<file path="src/rtl/delay_client.sv">
// delay_client: walks every delay tap through an alloc/read/write request protocol with a delay-line master.
// Optional response watchdog on the read/write waits: define DELAY_CLIENT_WATCHDOG_EN.
module delay_client #(
    parameter int data_width     = 16,
    parameter int n_channels     = 4,
    parameter int size_width     = 12,
    parameter int timeout_cycles = 64
) (
    input  logic                                                clk,
    input  logic                                                reset,
    input  logic                                                enable,
    input  logic                                                cfg_write,
    input  logic [(n_channels > 1 ? $clog2(n_channels) : 1)-1:0] cfg_channel,
    input  logic [size_width-1:0]                               cfg_size,
    input  logic [2*size_width-1:0]                             cfg_delay,
    input  logic                                                cfg_commit,
    input  logic                                                sample_valid,
    input  logic signed [data_width-1:0]                        sample_in,
    input  logic signed [data_width-1:0]                        inc_in,
    output logic [n_channels*data_width-1:0]                    tap_out,
    output logic                                                tap_valid,
    output logic                                                busy,
    output logic                                                alloc_done,
    output logic                                                overrun,
    output logic                                                error,
    output logic [1:0]                                          error_code,
    output logic                                                alloc_req,
    output logic                                                read_req,
    output logic                                                write_req,
    output logic [size_width-1:0]                               alloc_size,
    output logic [2*size_width-1:0]                             alloc_delay,
    output logic [data_width-1:0]                               read_handle,
    output logic [data_width-1:0]                               write_handle,
    output logic [data_width-1:0]                               write_data,
    output logic [data_width-1:0]                               write_inc,
    input  logic [data_width-1:0]                               data_out,
    input  logic                                                read_valid,
    input  logic                                                write_ack,
    input  logic                                                invalid_alloc,
    input  logic                                                invalid_read,
    input  logic                                                invalid_write
);
    localparam int            cw        = (n_channels > 1) ? $clog2(n_channels) : 1;
    localparam logic [cw-1:0] last_chan = cw'(n_channels - 1);

    typedef enum logic [2:0] {
        IDLE, ALLOC, ALLOC_WAIT, READ, READ_WAIT, WRITE, WRITE_WAIT, DONE
    } state_t;

    state_t                  state_reg, state_next;
    logic [cw-1:0]           chan_reg;
    logic                    wait_phase_reg;
    logic                    committed_reg;
    logic                    busy_reg;
    logic                    alloc_done_reg;
    logic                    overrun_reg;
    logic                    error_reg;
    logic [1:0]              error_code_reg;
    logic [data_width-1:0]   sample_reg;
    logic [data_width-1:0]   inc_reg;
    logic [size_width-1:0]   slot_size_reg  [n_channels];
    logic [2*size_width-1:0] slot_delay_reg [n_channels];
    logic [data_width-1:0]   tap_reg        [n_channels];
    logic                    last_hit;
    logic                    commit_ok;
    logic                    sample_ok;
    logic                    wd_expired;

    assign last_hit  = (chan_reg == last_chan);
    assign commit_ok = (state_reg == IDLE) && cfg_commit && !alloc_done_reg && !error_reg;
    assign sample_ok = (state_reg == IDLE) && sample_valid && alloc_done_reg && !error_reg;

`ifdef DELAY_CLIENT_WATCHDOG_EN
    localparam int wdw = $clog2(timeout_cycles + 1);
    logic [wdw-1:0] wd_cnt_reg;

    // Restarts on every entry into a wait state, so each request gets its own budget.
    always_ff @(posedge clk) begin
        if (reset) begin
            wd_cnt_reg <= '0;
        end else if (enable) begin
            if (state_reg == READ_WAIT || state_reg == WRITE_WAIT)
                wd_cnt_reg <= wd_cnt_reg + 1'b1;
            else
                wd_cnt_reg <= '0;
        end
    end

    assign wd_expired = (state_reg == READ_WAIT || state_reg == WRITE_WAIT) &&
                        (wd_cnt_reg == wdw'(timeout_cycles - 1));
`else
    assign wd_expired = 1'b0;
`endif

    always_comb begin
        state_next = state_reg;
        alloc_req  = 1'b0;
        read_req   = 1'b0;
        write_req  = 1'b0;
        tap_valid  = 1'b0;
        case (state_reg)
            IDLE: begin
                if (commit_ok)
                    state_next = ALLOC;
                else if (sample_ok)
                    state_next = READ;
            end
            ALLOC: begin
                alloc_req  = 1'b1;
                state_next = ALLOC_WAIT;
            end
            ALLOC_WAIT: begin
                if (invalid_alloc)
                    state_next = IDLE;
                else if (wait_phase_reg)
                    state_next = last_hit ? IDLE : ALLOC;
            end
            READ: begin
                read_req   = 1'b1;
                state_next = READ_WAIT;
            end
            READ_WAIT: begin
                if (invalid_read)
                    state_next = IDLE;
                else if (read_valid)
                    state_next = WRITE;
                else if (wd_expired)
                    state_next = IDLE;
            end
            WRITE: begin
                write_req  = 1'b1;
                state_next = WRITE_WAIT;
            end
            WRITE_WAIT: begin
                if (invalid_write)
                    state_next = IDLE;
                else if (write_ack)
                    state_next = last_hit ? DONE : READ;
                else if (wd_expired)
                    state_next = IDLE;
            end
            DONE: begin
                tap_valid  = 1'b1;
                state_next = IDLE;
            end
            default: state_next = IDLE;
        endcase
    end

    always_ff @(posedge clk) begin
        if (reset) begin
            state_reg      <= IDLE;
            chan_reg       <= '0;
            wait_phase_reg <= 1'b0;
            committed_reg  <= 1'b0;
            busy_reg       <= 1'b0;
            alloc_done_reg <= 1'b0;
            overrun_reg    <= 1'b0;
            error_reg      <= 1'b0;
            error_code_reg <= 2'd0;
            sample_reg     <= '0;
            inc_reg        <= '0;
        end else if (enable) begin
            state_reg      <= state_next;
            wait_phase_reg <= (state_reg == ALLOC_WAIT) && !wait_phase_reg;
            if (commit_ok) begin
                chan_reg      <= '0;
                committed_reg <= 1'b1;
            end
            if (sample_ok) begin
                sample_reg <= sample_in;
                inc_reg    <= inc_in;
                chan_reg   <= '0;
                busy_reg   <= 1'b1;
            end
            if (sample_valid && !sample_ok)
                overrun_reg <= 1'b1;
            case (state_reg)
                ALLOC_WAIT: begin
                    if (invalid_alloc) begin
                        error_reg      <= 1'b1;
                        error_code_reg <= 2'd1;
                    end else if (wait_phase_reg) begin
                        if (last_hit)
                            alloc_done_reg <= 1'b1;
                        else
                            chan_reg <= chan_reg + 1'b1;
                    end
                end
                READ_WAIT: begin
                    if (invalid_read || (!read_valid && wd_expired)) begin
                        error_reg      <= 1'b1;
                        error_code_reg <= 2'd2;
                        busy_reg       <= 1'b0;
                    end
                end
                WRITE_WAIT: begin
                    if (invalid_write || (!write_ack && wd_expired)) begin
                        error_reg      <= 1'b1;
                        error_code_reg <= 2'd3;
                        busy_reg       <= 1'b0;
                    end else if (write_ack && !last_hit) begin
                        chan_reg <= chan_reg + 1'b1;
                    end
                end
                DONE:    busy_reg <= 1'b0;
                default: ;
            endcase
        end
    end

    // Slot table is frozen once allocation has been committed.
    always_ff @(posedge clk) begin
        if (reset) begin
            for (int i = 0; i < n_channels; i++) begin
                slot_size_reg[i]  <= '0;
                slot_delay_reg[i] <= '0;
                tap_reg[i]        <= '0;
            end
        end else if (enable) begin
            for (int i = 0; i < n_channels; i++) begin
                if (cfg_write && !committed_reg && cfg_channel == cw'(i)) begin
                    slot_size_reg[i]  <= cfg_size;
                    slot_delay_reg[i] <= cfg_delay;
                end
                if (state_reg == READ_WAIT && read_valid && !invalid_read && chan_reg == cw'(i))
                    tap_reg[i] <= data_out;
            end
        end
    end

    genvar gi;
    generate
        for (gi = 0; gi < n_channels; gi++) begin : g_tap
            assign tap_out[gi*data_width +: data_width] = tap_reg[gi];
        end
    endgenerate

    assign alloc_size   = slot_size_reg[chan_reg];
    assign alloc_delay  = slot_delay_reg[chan_reg];
    assign read_handle  = data_width'(chan_reg);
    assign write_handle = data_width'(chan_reg);
    assign write_data   = sample_reg;
    assign write_inc    = inc_reg;
    assign busy         = busy_reg;
    assign alloc_done   = alloc_done_reg;
    assign overrun      = overrun_reg;
    assign error        = error_reg;
    assign error_code   = error_code_reg;

endmodule

</file>
<file path="config.mk">
export PLATFORM = sky130hd
export DESIGN_NAME = delay_client
export DESIGN_NICKNAME = d
export VERILOG_FILES = /design/src/rtl/delay_client.sv
export SDC_FILE = /design/constraint.sdc
export NUM_CORES = 1
export LEC_CHECK = 0
export ABC_AREA = 1
export BUFFER_PORTS_ARGS = -buffer_cell sky130_fd_sc_hd__buf_2
export CAP_MARGIN = 10
export CORE_MARGIN = 3
export CORE_UTILIZATION = 25
export CTS_CLUSTER_SIZE = 24
export DETAILED_ROUTE_END_ITERATION = 10
export REMOVE_ABC_BUFFERS = 1
export SYNTH_ARGS = -nofsm -noshare
export SYNTH_HDL_FRONTEND = slang
export SYNTH_SLANG_ARGS = --single-unit
</file>
<file path="constraint.sdc">
create_clock -name clk -period 4.65 [get_ports clk]
set_input_delay 0.93 -clock clk [delete_from_list [all_inputs] [get_ports clk]]
set_output_delay 0.93 -clock clk [all_outputs]
set_load 0.01 [all_outputs]
</file>
Yosys cells after proc, flatten, opt, wreduce, memory -nomap -nowiden
Memories as Yosys holds them, arrays and structs flattened. A register that Yosys moved wholly into a read port is not among the register bits.
Cells that the tools add are included.
W data, S select, Z words.
- register bits after elaboration: 45
- bits in latches: 0
- RAM bits: 208
- bits in read-only memories: 0
- logic and storage cells: 170
- memories kept: 3
- $add $sub $neg: 1
- $mul: 0
- divide/modulo/power cells: 0
- magnitude comparators: 0
- equal/unequal tests: 20
- shift-type cells: 0
- muxes and demuxes: 85
- bitwise logic cells: 13
- reductions and logical operators: 37
- memories (memory ; depth ; width ; read ports ; clocked after Yosys merged registers in ; write ports ; line ; text):
    slot_delay_reg ; 4 ; 24 ; 1 ; 1 ; 4 ; 62 ; logic [2*size_width-1:0] slot_delay_reg [n_channels];
    tap_reg ; 4 ; 16 ; 4 ; 0 ; 4 ; 63 ; logic [data_width-1:0] tap_reg [n_channels];
    slot_size_reg ; 4 ; 12 ; 1 ; 1 ; 4 ; 61 ; logic [size_width-1:0] slot_size_reg [n_channels];
- operators by type and width (kind ; count):
    $mux W24 ; 4
    $mux W16 ; 4
    $mux W12 ; 4
    $mux W1 ; 45
    $mux W2 ; 14
    $mux W3 ; 9
    $pmux W3 S8 ; 1
    $logic_and A1 B1 Y1 ; 20
    $reduce_and A5 Y1 ; 3
    $eq A3 B3 Y1 const B ; 4
    $ne A3 B3 Y1 const B ; 4
    $or A1 B1 Y1 ; 12
    $eq A2 B2 Y1 const B ; 4
    $logic_not A1 Y1 ; 7
    $eq A3 B2 Y1 const B ; 2
    $ne A2 B2 Y1 const B ; 3
    $pmux W1 S3 ; 2
    $pmux W2 S3 ; 1
    $reduce_and A2 Y1 ; 3
    $eq A2 B1 Y1 const B ; 2
    $logic_not A2 Y1 ; 2
    $pmux W2 S2 ; 1
    $eq A3 B1 Y1 const B ; 1
    $logic_not A3 Y1 ; 1
    other kinds (3) ; 3

Depth between registers and ports, before layout
Gate-level depths: netlist of run 1.
- word-level depth: 12
- depth in mapped cells: 10
- mapped depth without buffers: 10

Worst setup path after synthesis of run 1
Ideal clock, no wire load.
- kind: input port to flip-flop
- from: in cfg_channel[0] (netlist bit)
- to: mem slot_delay_reg[3][0] (netlist bit) (enable)
- arrival: 3607 ps
- setup slack: 563 ps
- stages on the path: 2
- path buffers: 0
- cells stage by stage: nand3_1 -> o21ai_0
- RTL lines (element ; line ; text):
    from (decl) ; 13 ; input logic [(n_channels > 1 ? $clog2(n_channels) : 1)-1:0] cfg_channel,
    to (decl) ; 62 ;

==> results of run 1 <==
-- power by group through the flow --
| stage | Clock, uW | Combinational (uW) | Sequential [uW] |
|---|---|---|---|
| final | 2110 | 386 | 2610 |
| after global routing | 2270 | 432 | 2610 |
| after CTS | 2170 | 391 | 2610 |
| after detailed placement | 0 | 389 | 2650 |
| after global placement | 0 | 387 | 2650 |
| after floorplan | 0 | 201 | 2660 |
-- logic make-up after synthesis --
kind of cell               share of synthesized area
buffers and inverters                        0.07007
and+or+nand+nor                               0.1746
AOI/OAI and AO/OA                            0.07722
adders and majority gates                   0.004687
other                                      0.0003512
DFF                                           0.6731
-- layer usage --
layer / share of wire / vias up / wire (um)
met1: 0.44 / 3907 / 13190
met3: 0.049 / 42 / 1457
li1: - / 3833 / -
met2: 0.49 / 226 / 14720
met5: 0.0014 / - / 41
met4: 0.018 / 6 / 540
-- final timing paths --
check / to / slack [ns] / depth (start not counted)
max: alloc_size[4] / 1.48 / 6
min: overrun / 0.48 / 2
max reg2reg: write_inc[14] / 2.12 / 9
min reg2reg: overrun / 0.48 / 2
-- final cells by class --
type / instances / area (sq um)
fill: 4329 / 28830
sequential: 255 / 7188
multi-input combinational: 641 / 2855
timing repair buffer: 253 / 1326
clock buffer: 44 / 842.1
tap: 539 / 674.4
inverter: 75 / 281.5
clock inverter: 8 / 45.04
-- worst max-delay path: stages (launching register included) --
cell and delay (ns):
dfxtp_1 0.29, buf_4 0.25, inv_1 0.39, buf_16 0.23, o21ai_0 0.11, o22ai_1 0.22, buf_2 0.19
-- cells in the mapped netlist (all sizes together) --
cell type,n,area share
a211oi,1,0.00070
a21oi,10,0.0047
a31oi,1,0.00059
buf,41,0.029
clkbuf,42,0.015
clkinv,2,0.00070
conb,1,0.00035
dfxtp,47,0.088
edfxtp,208,0.58
ha,4,0.0047
inv,73,0.026
nand2,45,0.016
nand3,19,0.015
nand3b,1,0.00070
nand4,5,0.0029
nor2,373,0.13
nor3,6,0.0039
nor4,2,0.0012
o21ai,107,0.050
o22ai,36,0.021
or2,3,0.0018
-- stage by stage --
stage / util / hold slack [ns]
finish: 0.3143 / 0.4772
floorplan: - / 0.4483
detailed placement: 0.2921 / 0.4566
CTS: 0.3132 / 0.4806
global route: 0.3143 / 0.5059
global placement: 0.2921 / 0.4505
==> impl_metrics.csv, run 1 <==
group,metric,value,unit
clock_tree,cts.clk_slew.worst_paths,0.06,ns
pwr,powerDensity,386.2,nW/um^2
floorplanning,rows,75,
sta,tns,0,ns
place,portBuffers,242,
sta,rsz0062_at_grt,"false",
logic_synthesis,synthDistinctLibCells,31,
clock_tree,cts_resized,0,
pwr,p_switching,1183,uW
final_layout,final_cell_mix,"nor2_1 (370), buf_2 (242), edfxtp_1 (208)",
pwr,pwr-share-comb,0.076,
sta,period_minus_slack,3.168,ns
worst_setup_path,crit_type,"reg -> out",
worst_setup_path,cp.required,3.72,ns
sta,fin_ws,1.482,ns
pwr,power.total,5102,uW
sta,tightest_slew,1.141,ns
clock_tree,cts_tree,"yes",
clock_tree,cts_max_level,1,
clock_tree,cts-buffers-inserted,28,
sta,timing.slew.headroom,0.2393,
logic_synthesis,syn-cell-area,10680,sq um
final_layout,final_common_cell,"nor2_1",
pwr,clkPwrFrac,0.414,
clock_tree,hold_buffers,0,
hold_path,hold_path_class,"reg -> reg",
outcome,status,"completed",
pwr,p_seq_frac,0.511,
routing,viasPerCell,4.415,
pwr,internal-power,3920,uW
sta,setup_violations,0,
global_routing,grt_first_pass_wirelength,44.95,mm
sta,min_period_over_period,0.6812,
final_layout,stdcell_area,13210,sq um
worst_setup_path,worst_setup_path_end_kind,"output pin",
floorplanning,die_y,212.7,um
pwr,max-vdd-ir-drop,218.9,uV
global_routing,grtUsageMet3,0.01866,
flow_run,maxCapViolations,0,
logic_synthesis,yosysSeqAreaShare,0.6731,
clock_tree,clock_latency,0.54,ns
global_routing,grt.overflow.total,0,
hold_path,min-delay-start,"overrun",
routing,drt_first_pass_iters,5,
routing,avgRoutedWirePerCell,16.50,um
worst_setup_path,worstPathArrival,2.24,ns
pwr,leakagePower,0.005856,uW
global_routing,grt_util_all_layers,0.1271,
worst_setup_path,cp_max_fo,37,
floorplanning,pin_count,271,
clock_tree,post_cts_buffers,0,
clock_tree,root_buffer,"clkbuf_16",
logic_synthesis,ys_warn_count,0,
worst_setup_path,startpoint_type,"flip-flop",
clock_tree,cts.path.max_buffers,3,
final_layout,antenna_cells,0,
logic_synthesis,synthCells,1027,
floorplanning,initial_core_util,0.2540,
global_routing,use_met1,0.1692,
sta,timing.final.hold_violations,0,
sta,drv_slew,0,
place,place_area,12280,sq um
final_layout,synthToLayoutAreaGrowth,23.74,%
global_routing,grt-busiest-layer,"met2",
global_routing,grtUsageMet2,0.2175,
final_layout,num-nets-final,1355,
global_routing,grt_pass1_vias,7846,
floorplanning,core,42040,sq um
routing,wirelength,29.94,mm
clock_tree,clock-sinks,255,
floorplanning,die_w,212.7,um
routing,vias,8014,
sta,fmax,315.7,MHz
final_layout,largest_register_ffs,96,
place,gp_congestion,0.8188,
final_layout,drive_gt1_frac,0.2437,
worst_setup_path,r2r_start,"state_reg[2]",
place,post-place-ws,1.457,ns
final_layout,final_cells,1815,
routing,drt_iter0_drc,619,
sta,fin_skew,0.01373,ns
logic_synthesis,synth-seq-cells,255,
pwr,switching_share,0.2318,
floorplanning,die_area,45230,sq um
global_routing,antenna_found_initial,3,
place,post-dp-hpwl,19.24,mm
place,dp.cells,1761,
routing,route.detailed.drc,0,
global_routing,grt_max_degree,73,
logic_synthesis,avgSynthCellArea,10.40,sq um
routing,postRouteAntennaNets,0,
(Power assumes the default switching activity.)
==> run 2, diff against run 1 <==
==> constraint.sdc (replaced) <==
create_clock -name clk -period 3.05 [get_ports clk]
set_input_delay 0.61 -clock clk [delete_from_list [all_inputs] [get_ports clk]]
set_output_delay 0.61 -clock clk [all_outputs]
set_load 0.01 [all_outputs]
==> run 2 against run 1 <==
Compared with the run above:
- clock power increased by 57%
- register-to-register slack worse by 1.1 ns
- non-clock buffer count increased by 11
- critical path type unchanged
- count of clock-buffer cells in the layout fell by 15
- largest power group unchanged
- die area is the same
- sequential power increased by 52%
- total power rose by 55%
- sequential cell count unchanged
- core utilization rose by 0.24 points
==> impl_metrics.csv, run 2 (synthesis results as in run 1) <==
group,metric,value,unit
outcome,status,"completed",
floorplanning,pin_count,271,
global_routing,grt_util_all_layers,0.1301,
routing,avgRoutedWirePerCell,16.81,um
worst_setup_path,reg2reg_to,"tap_reg[3][15]",
global_routing,grt.overflow.total,0,
floorplanning,initial_core_util,0.2540,
floorplanning,core,42040,sq um
hold_path,holdPathStages,3,
clock_tree,clock-sinks,255,
routing,wirelength,30.67,mm
global_routing,use_met1,0.1661,
place,portBuffers,242,
floorplanning,die_area,45230,sq um
final_layout,largest_register_ffs,96,
worst_setup_path,worst-path-buf-inv,3,
global_routing,antenna_found_initial,6,
clock_tree,cts_max_level,1,
floorplanning,die_w,212.7,um
global_routing,grtUsageMet3,0.02468,
worst_setup_path,worst_setup_path_end_kind,"output pin",
global_routing,grt_max_degree,73,
routing,route.detailed.drc,0,
worst_setup_path,reg2reg_setup_slack,1.06,ns
worst_setup_path,r2r_start,"state_reg[1]",
routing,drt_first_pass_iters,5,
place,post-dp-hpwl,20.01,mm
sta,timing.slew.headroom,0.4170,
routing,drt_iter0_drc,600,
hold_path,holdPathEnd,"write_data[13]",
sta,period_minus_slack,2.834,ns
sta,timing.final.hold_violations,0,
final_layout,drive_gt1_frac,0.2479,
final_layout,stdcell_area,13310,sq um
clock_tree,cts-buffers-inserted,27,
sta,tightest_slew,0.8712,ns
worst_setup_path,reg2reg_depth,6,
routing,viasPerCell,4.390,
global_routing,grt_first_pass_wirelength,46.07,mm
clock_tree,cts_resized,0,
clock_tree,clock_latency,0.55,ns
routing,vias,8012,
routing,postRouteAntennaNets,0,
floorplanning,die_y,212.7,um
place,gp_congestion,0.7812,
pwr,leakagePower,0.005895,uW
hold_path,min-delay-start,"sample_in[13]",
sta,min_period_over_period,0.9291,
worst_setup_path,crit_family,"buffers and inverters",
worst_setup_path,cp_max_fo,42,
worst_setup_path,slowest_stage,"inv_2",
sta,fin_skew,0.02372,ns
pwr,max-vdd-ir-drop,247.1,uV
worst_setup_path,cp.required,2.44,ns
worst_setup_path,crit_chain,"inv_2 > buf_4 > o21ai_0 > o22ai_1 > buf_2",
final_layout,synthToLayoutAreaGrowth,24.67,%
clock_tree,cts.clk_slew.worst_paths,0.06,ns
sta,fin_ws,0.2162,ns
floorplanning,rows,75,
sta,drv_slew,0,
sta,setup_violations,0,
final_layout,final_cell_mix,"nor2_1 (370), buf_2 (242), edfxtp_1 (208)",
global_routing,grt_pass1_vias,7954,
final_layout,final_common_cell,"nor2_1",
hold_path,hold_path_class,"in -> reg",
global_routing,grtUsageMet2,0.2235,
place,place_area,12410,sq um
global_routing,grt-busiest-layer,"met2",
clock_tree,root_buffer,"clkbuf_16",
worst_setup_path,max_stage_delay,0.53,ns
clock_tree,hold_buffers,0,
worst_setup_path,crit_type,"reg -> out",
clock_tree,cts_tree,"yes",
worst_setup_path,startpoint_type,"flip-flop",
final_layout,num-nets-final,1365,
sta,rsz0062_at_grt,"false",
clock_tree,post_cts_buffers,0,
final_layout,nFillCells,4375,
place,post-place-ws,0.6159,ns
clock_tree,cts.path.max_buffers,3,
pwr,powerDensity,593.8,nW/um^2
flow_run,maxCapViolations,0,
worst_setup_path,worstPathArrival,2.22,ns
sta,fmax,352.9,MHz
[run 2: cell count changes in the layout (fill, tap and decap cells not counted), sizes merged, moves of 3 or more]
cell	previous run	this run
bufinv	0	4
diode	0	3
buf	253	264
clkinv	8	11
inv	74	77
clkbuf	44	29
[run 2: through the flow]
| stage | utilization | hold slack (ns) | total power (uW) | TNS (ns) | cells |
|---|---|---|---|---|---|
| floorplan | - | 0.4483 | 4360 | -55.86 | 971 |
| global placement | 0.2953 | 0.4472 | 4654 | 0 | 1774 |
| detailed placement | 0.2953 | 0.4618 | 4666 | 0 | 1774 |
| CTS | 0.3165 | 0.2424 | 8010 | 0 | 1822 |
| global route | 0.3166 | 0.2633 | 8225 | 0 | 1825 |
| finish | 0.3166 | 0.2792 | 7905 | 0 | 1825 |
[run 2: tightest hold or removal path, stage by stage]
cell,delay [ns]
buf_2,0.07
nor2_1,0.03
nor2_1,0.08
[run 2: layer usage]
metal | wire, um | up-vias
met1 | 12820 | 3894
met2 | 15410 | 209
met4 | 645 | 6
met5 | 34 | -
li1 | - | 3856
met3 | 1763 | 47
[run 2: cell type report]
cell class,instances,area [sq um],area share
Clock buffer,29,683.2,0.05132
Tap cell,539,674.4,0.05066
Sequential cell,255,7188,0.5400
Clock inverter,19,207.7,0.01560
Inverter,75,281.5,0.02115
Multi-Input combinational cell,641,2855,0.2145
Timing Repair Buffer,264,1414,0.1062
Antenna cell,3,7.507,0.0005640
[run 2: power breakdown]
group          internal [uW]  switching [uW]
sequential              3900            66.6
clock                   1960            1360
combinational            196             415
[run 2: how the worst max path moves through the flow]
stage,start,slack (ns),end,cells after the start
global placement,enable,0.67,tap_reg[1][13],6
CTS,flip-flop,0.14,alloc_delay[6],5
finish,flip-flop,0.22,alloc_delay[6],5
global route,flip-flop,0.04,alloc_delay[19],4
floorplan,flip-flop,-0.84,alloc_delay[0],3
detailed placement,enable,0.62,slot_delay_reg[3][18],4
